### config.mk
export PLATFORM = sky130hd
export DESIGN_NAME = fsic_wb_axil_bridge_flat
export DESIGN_NICKNAME = d
export VERILOG_FILES = /design/src/rtl/fsic_wb_axil_bridge_if.sv /design/src/rtl/fsic_wb_axil_bridge.sv /design/src/flat_wrapper.sv
export SDC_FILE = /design/constraint.sdc
export NUM_CORES = 1
export LEC_CHECK = 0
export ABC_AREA = 1
export BUFFER_PORTS_ARGS = -buffer_cell sky130_fd_sc_hd__buf_2
export CORE_AREA = 2 2 82 163
export CTS_CLUSTER_SIZE = 8
export DETAILED_ROUTE_END_ITERATION = 16
export DIE_AREA = 0 0 84 165
export GPL_TIMING_DRIVEN = 0
export PLACE_DENSITY = 0.75
export SLEW_MARGIN = 20
export SYNTH_ARGS = -nofsm -noshare
export SYNTH_HDL_FRONTEND = slang
export SYNTH_SLANG_ARGS = --single-unit
### constraint.sdc
create_clock -name wb_clk -period 1.8 [get_ports wb_clk]
set_clock_uncertainty 0.1 [all_clocks]
set_input_delay 0.18 -clock wb_clk [delete_from_list [all_inputs] [get_ports wb_clk]]
set_output_delay 0.18 -clock wb_clk [all_outputs]
set_load 0.01 [all_outputs]
### src/rtl/fsic_wb_axil_bridge_if.sv
// Bus bundle for the FSIC wishbone-to-AXI-Lite bridge: the mgmt-SoC wishbone
// slave port plus the AXI-Lite master port toward the configuration fabric.
// The bridge uses the slave view; the environment (mgmt core plus AXI target)
// uses the master view.
interface fsic_wb_axil_bridge_if #(
  parameter int AXI_AW = 20
);
  logic [31:0]       wbs_adr;
  logic [31:0]       wbs_wdata;
  logic [3:0]        wbs_sel;
  logic              wbs_cyc;
  logic              wbs_stb;
  logic              wbs_we;
  logic              wbs_ack;
  logic [31:0]       wbs_rdata;

  logic [AXI_AW-1:0] m_awaddr;
  logic              m_awvalid;
  logic              m_awready;
  logic [31:0]       m_wdata;
  logic [3:0]        m_wstrb;
  logic              m_wvalid;
  logic              m_wready;
  logic [1:0]        m_bresp;
  logic              m_bvalid;
  logic              m_bready;
  logic [AXI_AW-1:0] m_araddr;
  logic              m_arvalid;
  logic              m_arready;
  logic [31:0]       m_rdata;
  logic [1:0]        m_rresp;
  logic              m_rvalid;
  logic              m_rready;

  modport slave (
    input  wbs_adr, wbs_wdata, wbs_sel, wbs_cyc, wbs_stb, wbs_we,
    output wbs_ack, wbs_rdata,
    output m_awaddr, m_awvalid, input m_awready,
    output m_wdata, m_wstrb, m_wvalid, input m_wready,
    input  m_bresp, m_bvalid, output m_bready,
    output m_araddr, m_arvalid, input m_arready,
    input  m_rdata, m_rresp, m_rvalid, output m_rready
  );

  modport master (
    output wbs_adr, wbs_wdata, wbs_sel, wbs_cyc, wbs_stb, wbs_we,
    input  wbs_ack, wbs_rdata,
    input  m_awaddr, m_awvalid, output m_awready,
    input  m_wdata, m_wstrb, m_wvalid, output m_wready,
    output m_bresp, m_bvalid, input m_bready,
    input  m_araddr, m_arvalid, output m_arready,
    output m_rdata, m_rresp, m_rvalid, input m_rready
  );
endinterface

### src/rtl/fsic_wb_axil_bridge.sv
// Wishbone-classic slave to AXI-Lite master bridge. Each wishbone hit in the
// FSIC window is replayed as exactly one AXI-Lite read or write; a response
// timeout guarantees the management core always gets its ack.
module fsic_wb_axil_bridge #(
  parameter logic [31:0] ADDR_BASE = 32'h3000_0000,
  parameter logic [31:0] ADDR_MASK = 32'hFFF0_0000,
  parameter int          AXI_AW    = 20,
  parameter int          TIMEOUT   = 255
) (
  input  logic                  wb_clk,
  input  logic                  wb_rst,
  fsic_wb_axil_bridge_if.slave  bus,
  output logic                  err_resp,
  output logic                  err_timeout
);
  typedef enum logic [2:0] {
    S_IDLE, S_WADDR, S_WRESP, S_RADDR, S_RDATA, S_ACK
  } state_t;

  localparam logic [16:0] TMO_LIM = 17'(TIMEOUT);

  state_t            state_reg, state_next;
  logic [15:0]       cnt_reg;
  logic [AXI_AW-1:0] addr_reg;
  logic [31:0]       wdata_reg;
  logic [31:0]       rdata_reg;
  logic [3:0]        strb_reg;
  logic              aw_pend_reg, w_pend_reg;
  logic              err_resp_reg, err_timeout_reg;

  logic              hit, tmo_reached, aw_done, w_done;
  logic              fire_timeout, take_rdata, set_err_resp;

  assign hit = bus.wbs_cyc && bus.wbs_stb && ((bus.wbs_adr & ADDR_MASK) == ADDR_BASE);
  // The counter holds (cycles spent busy - 1), so this is true in the
  // TIMEOUT-th busy cycle and in every cycle after it.
  assign tmo_reached = ({1'b0, cnt_reg} + 17'd1) >= TMO_LIM;
  assign aw_done = !aw_pend_reg || bus.m_awready;
  assign w_done  = !w_pend_reg  || bus.m_wready;

  // Next-state logic; a completing handshake or response beats the timeout.
  always_comb begin
    state_next   = state_reg;
    fire_timeout = 1'b0;
    take_rdata   = 1'b0;
    set_err_resp = 1'b0;
    case (state_reg)
      S_IDLE: if (hit) state_next = bus.wbs_we ? S_WADDR : S_RADDR;
      S_WADDR: begin
        if (aw_done && w_done) state_next = S_WRESP;
        else if (tmo_reached) begin
          fire_timeout = 1'b1;
          state_next   = S_ACK;
        end
      end
      S_WRESP: begin
        if (bus.m_bvalid) begin
          set_err_resp = (bus.m_bresp != 2'b00);
          state_next   = S_ACK;
        end else if (tmo_reached) begin
          fire_timeout = 1'b1;
          state_next   = S_ACK;
        end
      end
      S_RADDR: begin
        if (bus.m_arready) state_next = S_RDATA;
        else if (tmo_reached) begin
          fire_timeout = 1'b1;
          state_next   = S_ACK;
        end
      end
      S_RDATA: begin
        if (bus.m_rvalid) begin
          take_rdata   = 1'b1;
          set_err_resp = (bus.m_rresp != 2'b00);
          state_next   = S_ACK;
        end else if (tmo_reached) begin
          fire_timeout = 1'b1;
          state_next   = S_ACK;
        end
      end
      S_ACK:   state_next = S_IDLE;
      default: state_next = S_IDLE;
    endcase
  end

  // State register.
  always_ff @(posedge wb_clk) begin
    if (wb_rst) state_reg <= S_IDLE;
    else        state_reg <= state_next;
  end

  // Busy-cycle counter: held at zero in IDLE, saturating while busy.
  always_ff @(posedge wb_clk) begin
    if (wb_rst || state_reg == S_IDLE) cnt_reg <= 16'd0;
    else if (cnt_reg != 16'hFFFF)      cnt_reg <= cnt_reg + 16'd1;
  end

  // Request capture, per-channel write pending flags, read data and sticky errors.
  always_ff @(posedge wb_clk) begin
    if (wb_rst) begin
      addr_reg        <= '0;
      wdata_reg       <= '0;
      strb_reg        <= '0;
      rdata_reg       <= '0;
      aw_pend_reg     <= 1'b0;
      w_pend_reg      <= 1'b0;
      err_resp_reg    <= 1'b0;
      err_timeout_reg <= 1'b0;
    end else begin
      if (state_reg == S_IDLE && hit) begin
        addr_reg    <= bus.wbs_adr[AXI_AW-1:0] & ~ADDR_MASK[AXI_AW-1:0];
        wdata_reg   <= bus.wbs_wdata;
        strb_reg    <= bus.wbs_sel;
        rdata_reg   <= 32'd0;
        aw_pend_reg <= bus.wbs_we;
        w_pend_reg  <= bus.wbs_we;
      end
      if (state_reg == S_WADDR) begin
        if (bus.m_awready) aw_pend_reg <= 1'b0;
        if (bus.m_wready)  w_pend_reg  <= 1'b0;
      end
      if (take_rdata)   rdata_reg <= bus.m_rdata;
      if (fire_timeout) begin
        rdata_reg       <= 32'hFFFF_FFFF;
        err_timeout_reg <= 1'b1;
      end
      if (set_err_resp) err_resp_reg <= 1'b1;
    end
  end

  assign bus.m_awaddr  = addr_reg;
  assign bus.m_araddr  = addr_reg;
  assign bus.m_wdata   = wdata_reg;
  assign bus.m_wstrb   = strb_reg;
  assign bus.m_awvalid = (state_reg == S_WADDR) && aw_pend_reg;
  assign bus.m_wvalid  = (state_reg == S_WADDR) && w_pend_reg;
  assign bus.m_bready  = (state_reg == S_WRESP);
  assign bus.m_arvalid = (state_reg == S_RADDR);
  assign bus.m_rready  = (state_reg == S_RDATA);
  assign bus.wbs_ack   = (state_reg == S_ACK);
  assign bus.wbs_rdata = (state_reg == S_ACK) ? rdata_reg : 32'd0;
  assign err_resp      = err_resp_reg;
  assign err_timeout   = err_timeout_reg;
endmodule

### src/flat_wrapper.sv
// flat-port wrapper written by rule: the top's interface ports become plain ports
module fsic_wb_axil_bridge_flat 
#(
  parameter logic [31:0] ADDR_BASE = 32'h3000_0000,
  parameter logic [31:0] ADDR_MASK = 32'hFFF0_0000,
  parameter int          AXI_AW    = 20,
  parameter int          TIMEOUT   = 255
)
  (wb_clk, wb_rst, err_resp, err_timeout, bus_wbs_adr, bus_wbs_wdata, bus_wbs_sel, bus_wbs_cyc, bus_wbs_stb, bus_wbs_we, bus_wbs_ack, bus_wbs_rdata, bus_m_awaddr, bus_m_awvalid, bus_m_awready, bus_m_wdata, bus_m_wstrb, bus_m_wvalid, bus_m_wready, bus_m_bresp, bus_m_bvalid, bus_m_bready, bus_m_araddr, bus_m_arvalid, bus_m_arready, bus_m_rdata, bus_m_rresp, bus_m_rvalid, bus_m_rready);
  fsic_wb_axil_bridge_if #(.AXI_AW(AXI_AW)) bus_i ();
  input  logic wb_clk;
  input  logic wb_rst;
  output logic err_resp;
  output logic err_timeout;
  input wire logic [$bits(bus_i.wbs_adr)-1:0] bus_wbs_adr;
  input wire logic [$bits(bus_i.wbs_wdata)-1:0] bus_wbs_wdata;
  input wire logic [$bits(bus_i.wbs_sel)-1:0] bus_wbs_sel;
  input wire logic [$bits(bus_i.wbs_cyc)-1:0] bus_wbs_cyc;
  input wire logic [$bits(bus_i.wbs_stb)-1:0] bus_wbs_stb;
  input wire logic [$bits(bus_i.wbs_we)-1:0] bus_wbs_we;
  output wire logic [$bits(bus_i.wbs_ack)-1:0] bus_wbs_ack;
  output wire logic [$bits(bus_i.wbs_rdata)-1:0] bus_wbs_rdata;
  output wire logic [$bits(bus_i.m_awaddr)-1:0] bus_m_awaddr;
  output wire logic [$bits(bus_i.m_awvalid)-1:0] bus_m_awvalid;
  input wire logic [$bits(bus_i.m_awready)-1:0] bus_m_awready;
  output wire logic [$bits(bus_i.m_wdata)-1:0] bus_m_wdata;
  output wire logic [$bits(bus_i.m_wstrb)-1:0] bus_m_wstrb;
  output wire logic [$bits(bus_i.m_wvalid)-1:0] bus_m_wvalid;
  input wire logic [$bits(bus_i.m_wready)-1:0] bus_m_wready;
  input wire logic [$bits(bus_i.m_bresp)-1:0] bus_m_bresp;
  input wire logic [$bits(bus_i.m_bvalid)-1:0] bus_m_bvalid;
  output wire logic [$bits(bus_i.m_bready)-1:0] bus_m_bready;
  output wire logic [$bits(bus_i.m_araddr)-1:0] bus_m_araddr;
  output wire logic [$bits(bus_i.m_arvalid)-1:0] bus_m_arvalid;
  input wire logic [$bits(bus_i.m_arready)-1:0] bus_m_arready;
  input wire logic [$bits(bus_i.m_rdata)-1:0] bus_m_rdata;
  input wire logic [$bits(bus_i.m_rresp)-1:0] bus_m_rresp;
  input wire logic [$bits(bus_i.m_rvalid)-1:0] bus_m_rvalid;
  output wire logic [$bits(bus_i.m_rready)-1:0] bus_m_rready;
  assign bus_i.wbs_adr = bus_wbs_adr;
  assign bus_i.wbs_wdata = bus_wbs_wdata;
  assign bus_i.wbs_sel = bus_wbs_sel;
  assign bus_i.wbs_cyc = bus_wbs_cyc;
  assign bus_i.wbs_stb = bus_wbs_stb;
  assign bus_i.wbs_we = bus_wbs_we;
  assign bus_wbs_ack = bus_i.wbs_ack;
  assign bus_wbs_rdata = bus_i.wbs_rdata;
  assign bus_m_awaddr = bus_i.m_awaddr;
  assign bus_m_awvalid = bus_i.m_awvalid;
  assign bus_i.m_awready = bus_m_awready;
  assign bus_m_wdata = bus_i.m_wdata;
  assign bus_m_wstrb = bus_i.m_wstrb;
  assign bus_m_wvalid = bus_i.m_wvalid;
  assign bus_i.m_wready = bus_m_wready;
  assign bus_i.m_bresp = bus_m_bresp;
  assign bus_i.m_bvalid = bus_m_bvalid;
  assign bus_m_bready = bus_i.m_bready;
  assign bus_m_araddr = bus_i.m_araddr;
  assign bus_m_arvalid = bus_i.m_arvalid;
  assign bus_i.m_arready = bus_m_arready;
  assign bus_i.m_rdata = bus_m_rdata;
  assign bus_i.m_rresp = bus_m_rresp;
  assign bus_i.m_rvalid = bus_m_rvalid;
  assign bus_m_rready = bus_i.m_rready;
  fsic_wb_axil_bridge #(.ADDR_BASE(ADDR_BASE), .ADDR_MASK(ADDR_MASK), .AXI_AW(AXI_AW), .TIMEOUT(TIMEOUT)) u_core (.wb_clk(wb_clk), .wb_rst(wb_rst), .bus(bus_i), .err_resp(err_resp), .err_timeout(err_timeout));
endmodule
==> out/qor.csv, run 1 <==
stage;metric;value;unit
logic_synthesis;yosys.area.top_type_share;41.8;%
setup_path;end_kind;flop;
clock_tree;cts_buffers;9;
clock_tree;clk_path_buf_depth;2;
setup_path;reg2reg_slack;-0.38;ns
setup_path;worst_path_largest_cell_delay;0.38;ns
hold_path;min_path_cells;3;
layout;num_antenna_cells;0;
status;failed_checks;setup timing;
global_routing;overflow;0;
floorplanning;die_w;84;um
sta;max_freq;459;MHz
floorplanning;ios;230;
sta;worst_pin_slew;0.706;ns
setup_path;cp_num_buf_inv;3;
logic_synthesis;synth_area;5320;um^2
place;port_buffers;227;
setup_path;regToRegEndpoint;u_core.rdata_reg[27];
setup_path;r2r-start;u_core.cnt_reg[0];
setup_path;path_common_cell;nand2_2;
setup_path;crit_type;reg2reg;
place;hpwlAfterDp;12200;um
pwr;power-per-cell-area;641;nW/um^2
floorplanning;core-area;12600;um^2
global_routing;grt_pass1_wl;24900;um
setup_path;worstPathMaxFanout;6;
layout;fin_nets;1129;
clock_tree;clk_pin_slew;0.08;ns
setup_path;path_delay_family;simple AND/OR/NAND/NOR gates;
pwr;p_leak;0.00331;uW
hold_path;min_path_type;in2reg;
route;drc;0;
sta;setup_ws;-0.378;ns
floorplanning;die_h;165;um
layout;multi_input_area;2380;um^2
setup_path;reg2reg_depth;15;
global_routing;grt_max_degree;21;
logic_synthesis;synthCells;757;
global_routing;grt_use_total;22.2;%
sta;min_period;2.18;ns
floorplanning;dieArea;13900;um^2
sta;slew_headroom;52.9;%
pwr;p_total;4800;uW
logic_synthesis;seq_area_frac_synth;41.8;%
layout;syn_to_final_growth;41.0;%
sta;rsz0062_at_grt;yes;
logic_synthesis;avgSynthCellArea;7.03;um^2
sta;finalCritPeriodShare;121;%
logic_synthesis;synth-seq-cells;111;
setup_path;path_cells;ha_4 > buf_12 > nand3_4 > nor2_4 > nand2_1 > nand2_2 > nor2_2 > nand2_1 > nand2_2 > nor2_4 > nand2_2 > o21ai_4 > buf_6 > buf_16 > a21oi_2;
setup_path;critPathLaunchType;flop;
hold_path;worstHoldEndpoint;u_core.bus.m_araddr[11];
floorplanning;initial_core_util;42.4;%
place;pre_cts_slack;-0.665;ns
clock_tree;clk_latency;0.35;ns
clock_tree;cts_tree;yes;
route;wl;16100;um
logic_synthesis;yosysTopAreaCell;dfxtp_1;
layout;fin_cells;1168;
clock_tree;htree_num_levels;3;
pwr;vdd.ir_drop.worst;0.551;mV
clock_tree;cts_sinks;111;
sta;final-max-slew-violation-count;0;
place;placed_cells;1134;
setup_path;cpMaxStageDelayCell;dfxtp_4;
place;gp_congestion;0.904;
layout;mostFrequentLayoutCell;buf_2;
route;wl_per_cell;13.8;um
sta;whs;0.00448;ns
layout;regArea;2240;um^2
route;vias;5748;
layout;final_core_util;59.7;%
route;drt-initial-drc-count;284;
setup_path;critPathArrivalTime;2.29;ns
global_routing;grt_pass1_vias;5331;
sta;finalHoldViolCount;0;
layout;fillers;1176;
logic_synthesis;synthDistinctLibCells;30;
floorplanning;rows;58;
layout;final_cell_mix;238 x buf_2, 160 x inv_1, 100 x dfxtp_1, 98 x o21ai_0, 69 x a21oi_1;
route;routed_via_density;4.92;
route;antenna_left;0;
logic_synthesis;ys.warnings.count;0;
layout;drive_gt1_share;40.2;%
run;cap_violations;0;
sta;final-setup-viol-count;42;
global_routing;antenna_found_initial;0;
route;firstDrtPassIters;5;
status;outcome;complete, but fails checks;
hold_path;min_from;bus_wbs_adr[11];
setup_path;required;1.91;ns
clock_tree;cts_root_buf;clkbuf_16;
logic_synthesis;synth_area_leaders;dfxtp_1 42%, inv_1 12%, o21ai_0 9.4%;
logic_synthesis;synth_fp_nets;873;
-- metal layers --
metal	track usage (%)	part of all wire (%)	wire [um]	up-vias
met1	21.4	35	5590	2623
met3	3.95	5.6	901	33
met2	45.3	57	9170	219
met4	8.72	2.8	454	0
met5	0	0	0	-
li1	-	-	-	2873
-- metrics by stage --
step                TNS, ns  cell area, um^2
CTS                   -9.14             7370
floorplan             -2.35             5360
global route         -16.52             7500
finish               -10.81             7500
detailed placement   -53.04             6680
global placement     -49.39             6680
-- power breakdown --
| part | switching [uW] | internal, uW |
|---|---|---|
| combinational | 115 | 109 |
| clock | 977 | 1150 |
| sequential | 0.0951 | 2450 |
-- kinds of logic (layout without fill, tap and decap cells) --
group	after synthesis	after routing	synth area share (%)
XOR/XNOR	1	1	0.165
AND/OR/NAND/NOR	204	204	16.7
buffers and inverters	228	489	18.3
AO/OA/AOI/OAI	211	211	22.5
adder cells (fa/ha/maj)	2	2	0.470
flip-flops	111	111	41.8
-- synthesized netlist by cell type, drive strengths merged --
library cell / count
a21oi: 102
nor4: 2
a221oi: 2
xnor2: 1
nand3: 46
or2: 1
o22ai: 1
nand4: 9
nand2: 72
o221ai: 1
o21ai: 102
a31oi: 2
clkbuf: 28
buf: 31
ha: 2
clkinv: 4
nand3b: 1
o22a: 1
nor3: 2
nor2: 71
inv: 165
dfxtp: 111
-- repair_timing --
item | CTS | global route
endpoints found under the hold margin | 2 | 0
buffers inserted | 8 | 6
gates cloned | 4 | 0
endpoints found under the setup margin | 139 | 108
gates resized for setup | 72 | 50
pin swaps | 10 | 16
hold buffers | 2 | 0
-- worst max-delay path by stage --
stage / from / endpoint / cells past startpoint
2_1_floorplan: u_core.cnt_reg[0] / u_core.rdata_reg[10] / 13
3_3_place_gp: bus_wbs_adr[23] / u_core.rdata_reg[16] / 9
3_5_place_dp: bus_wbs_adr[23] / u_core.rdata_reg[15] / 9
4_1_cts: u_core.cnt_reg[0] / u_core.rdata_reg[24] / 16
5_1_grt: u_core.cnt_reg[1] / u_core.rdata_reg[24] / 15
6_report: u_core.cnt_reg[0] / u_core.rdata_reg[27] / 15
-- worst reg2reg max path, delay by kind of cell (launching register included) --
kind,cells,cell delay [ns]
flip-flops,1,0.38
buffers and inverters,3,0.39
adder cells (fa/ha/maj),1,0.17
AO/OA/AOI/OAI,2,0.18
AND/OR/NAND/NOR,9,0.83
-- final cells by class --
cell class	instances	area share [%]
Buffer	58	5.02
Inverter	169	8.56
Timing Repair Buffer	246	17.9
Sequential cell	111	29.9
Tap cell	150	2.50
Clock inverter	6	1.12
Multi-Input combinational cell	418	31.7
Clock buffer	10	3.19
No activity file was read; power rests on OpenSTA's default activity.
==> inputs of run 2 (changes only) <==
ABC_AREA = unset   (was 1)
CORE_AREA = 2 2 80 158   (was 2 2 82 163)
DIE_AREA = 0 0 82 160   (was 0 0 84 165)
PLACE_DENSITY = 0.76   (was 0.75)
SKIP_CTS_REPAIR_TIMING = 1   (was unset)
==> out/qor.csv, run 2 <==
stage;metric;value;unit;change
setup_path;critPathLaunchType;flop;;
setup_path;crit_type;reg2reg;;
sta;final-max-slew-violation-count;0;;unchanged
floorplanning;ios;230;;unchanged
setup_path;required;1.92;ns;about the same
setup_path;cpMaxStageDelayCell;nor4_4;;
clock_tree;clk_latency;0.35;ns;about the same
layout;fin_nets;1085;;-3.9%
logic_synthesis;avgSynthCellArea;7.99;um^2;+14%
sta;slew_headroom;51.9;%;-1.1 points
setup_path;worstPathMaxFanout;9;;+3
logic_synthesis;yosys.area.top_type_share;44.2;%;+2.4 points
logic_synthesis;synth_ff_type;dfxtp_1;;
clock_tree;htree_num_levels;3;;unchanged
logic_synthesis;synth.most_common_cell;nand2_1;;
sta;final-setup-viol-count;137;;+230%
clock_tree;clk_pin_slew;0.08;ns;about the same
logic_synthesis;synthDistinctLibCells;50;;+67%
sta;finalCritPeriodShare;124;%;+2.7 points
setup_path;reg2reg_depth;9;;-6
setup_path;critPathArrivalTime;2.35;ns;+0.06 ns
route;drc;0;;unchanged
setup_path;worst_path_largest_cell_delay;0.37;ns;about the same
setup_path;end_kind;flop;;
clock_tree;cts_sinks;111;;unchanged
route;antenna_left;0;;unchanged
logic_synthesis;seq_area_frac_synth;44.2;%;+2.4 points
sta;finalHoldViolCount;4;;+4
place;pre_cts_slack;-0.532;ns;+0.133 ns
setup_path;path_common_cell;buf_4;;
clock_tree;clk_path_buf_depth;2;;unchanged
layout;mostFrequentLayoutCell;buf_2;;
hold_path;min_from;bus_wbs_wdata[3];;
place;gp_congestion;0.837;;-7.4%
floorplanning;rows;57;;-1.7%
clock_tree;cts_root_buf;clkbuf_16;;
place;placed_area;6450;um^2;-3.5%
logic_synthesis;synth-seq-cells;111;;unchanged
logic_synthesis;ys.warnings.count;0;;unchanged
pwr;vdd.ir_drop.worst;0.458;mV;-17%
route;drt-initial-drc-count;280;;-1.4%
layout;drive_gt1_share;48.5;%;+8.3 points
pwr;power-per-cell-area;545;nW/um^2;-15%
sta;max_freq;449;MHz;-2.2%
setup_path;r2r-start;u_core.cnt_reg[8];;
floorplanning;die_w;82;um;-2.4%
hold_path;min_path_type;in2reg;;
status;failed_checks;hold timing, setup timing;;
logic_synthesis;async_flop_share;0;%;unchanged
layout;fin_area;8620;um^2;+15%
route;routed_via_density;5.14;;+4.4%
global_routing;grt_pass1_vias;4647;;-13%
place;hpwlAfterDp;10800;um;-12%
global_routing;antenna_found_initial;0;;unchanged
setup_path;path_cells;buf_4 > nand4_4 > nor4_4 > mux2i_2 > o2111ai_4 > o211ai_4 > buf_12 > buf_4 > o21ai_1;;
setup_path;crit_start;u_core.cnt_reg[8];;
logic_synthesis;synth_area_leaders;dfxtp_1 44%, a21oi_1 11%, nand2_1 9.5%;;
route;vias;5757;;+0.16%
floorplanning;dieArea;13100;um^2;-5.3%
sta;rsz0062_at_grt;yes;;
global_routing;overflow;0;;unchanged
run;cap_violations;0;;unchanged
sta;whs;-0.0123;ns;-0.0168 ns
global_routing;grt_use_total;20.5;%;-1.7 points
hold_path;min_path_cells;3;;unchanged
logic_synthesis;synthCells;629;;-17%
sta;min_period;2.23;ns;+0.0491 ns
global_routing;grt_max_degree;20;;-4.8%
global_routing;grt_pass1_wl;21600;um;-13%
layout;final_cell_mix;199 x buf_2, 103 x dfxtp_1, 89 x nand2_1, 82 x a21oi_1, 61 x buf_6;;
status;outcome;complete, but fails checks;;
logic_synthesis;synth_area;5020;um^2;-5.5%
floorplanning;die_h;160;um;-3.0%
logic_synthesis;synth-edff-count;0;;unchanged
route;wl_per_cell;16.2;um;+17%
logic_synthesis;synth_common_cells;127 x nand2_1, 111 x dfxtp_1, 107 x a21oi_1, 36 x and2_1, 32 x and3_1;;
logic_synthesis;synth_fp_nets;745;;-15%
sta;worst_pin_slew;0.722;ns;+0.0158 ns
floorplanning;initial_core_util;41.9;%;-0.43 points
layout;final_core_util;71.9;%;+12 points
layout;syn_to_final_growth;71.5;%;
clock_tree;cts_tree;yes;;
sta;setup_ws;-0.427;ns;-0.0491 ns
floorplanning;core-area;12000;um^2;-4.6%
route;firstDrtPassIters;4;;-1
place;port_buffers;229;;+0.88%
route;wl;18100;um;+13%
clock_tree;cts_buffers;9;;unchanged
layout;num_antenna_cells;0;;unchanged
logic_synthesis;yosysTopAreaCell;dfxtp_1;;
pwr;p_leak;0.00402;uW;+21%
[run 2: cell count changes after synthesis, sizes merged, moves of 5 or more]
cell,previous run,this run
nand3,46,8
nor2,71,16
inv,165,11
and2,0,36
o21ai,102,40
nand2,72,127
buf,31,40
and3,0,32
nand4,9,4
nor4,2,9
xnor2,1,12
a21oi,102,107
[run 2: layout make-up]
type                            count  area, um^2
Clock inverter                      6        48.8
Fill cell                         868        3360
Sequential cell                   111        2240
Inverter                           11        41.3
Timing Repair Buffer              329        2400
Buffer                             69         592
Clock buffer                       10         239
Tap cell                          147         184
Multi-Input combinational cell    438        2870
[run 2: critical path, delay by kind of cell, from the launching register on]
family	cells	cell delay (ns)
AOI/OAI and AO/OA	3	0.43
buffers and inverters	3	0.44
muxes	1	0.29
DFF	1	0.32
and+or+nand+nor	2	0.51
[run 2: through the flow]
stage               setup TNS, ns  total power [uW]  std cells  hold WS, ns
floorplan                   -6.87              2550        629        0.191
global placement           -42.08              2690       1005        0.293
detailed placement         -47.96              2690       1005        0.304
CTS                        -50.79              4600       1021      -0.0664
global route               -38.63              4870       1121      0.00460
finish                     -27.10              4700       1121      -0.0123
[run 2: final timing paths]
path / to / slack [ns]
setup / recovery: u_core.rdata_reg[14] / -0.43
setup reg to reg: u_core.rdata_reg[14] / -0.43
hold / removal: u_core.bus.m_wdata[3] / -0.01
hold reg to reg: u_core.bus.m_wdata[11] / 0.36
[run 2: cells by family after synthesis]
kind of cell               Yosys count  synth area share, %
muxes                                4                0.847
DFF                                111                 44.2
buffers and inverters               80                 8.76
AOI/OAI and AO/OA                  166                 18.2
adders and majority gates            2                0.498
and+or+nand+nor                    252                 25.0
xor gates and xnor gates            14                 2.44
[run 2: report_power, final]
group	internal (uW)	switching [uW]	total, uW	leakage, uW
sequential	2450	0.0771	2450	0.000899
combinational	183	132	315	0.00298
clock	999	935	1930	0.000144
total	3630	1070	4700	0.00402
[run 2: metal layers]
metal | vias up | wire length (um) | global-route usage [%]
li1 | 2792 | - | -
met1 | 2665 | 6700 | 25.7
met2 | 259 | 9570 | 34.2
met3 | 41 | 1350 | 4.97
met4 | 0 | 527 | 6.29
met5 | - | 0 | 0
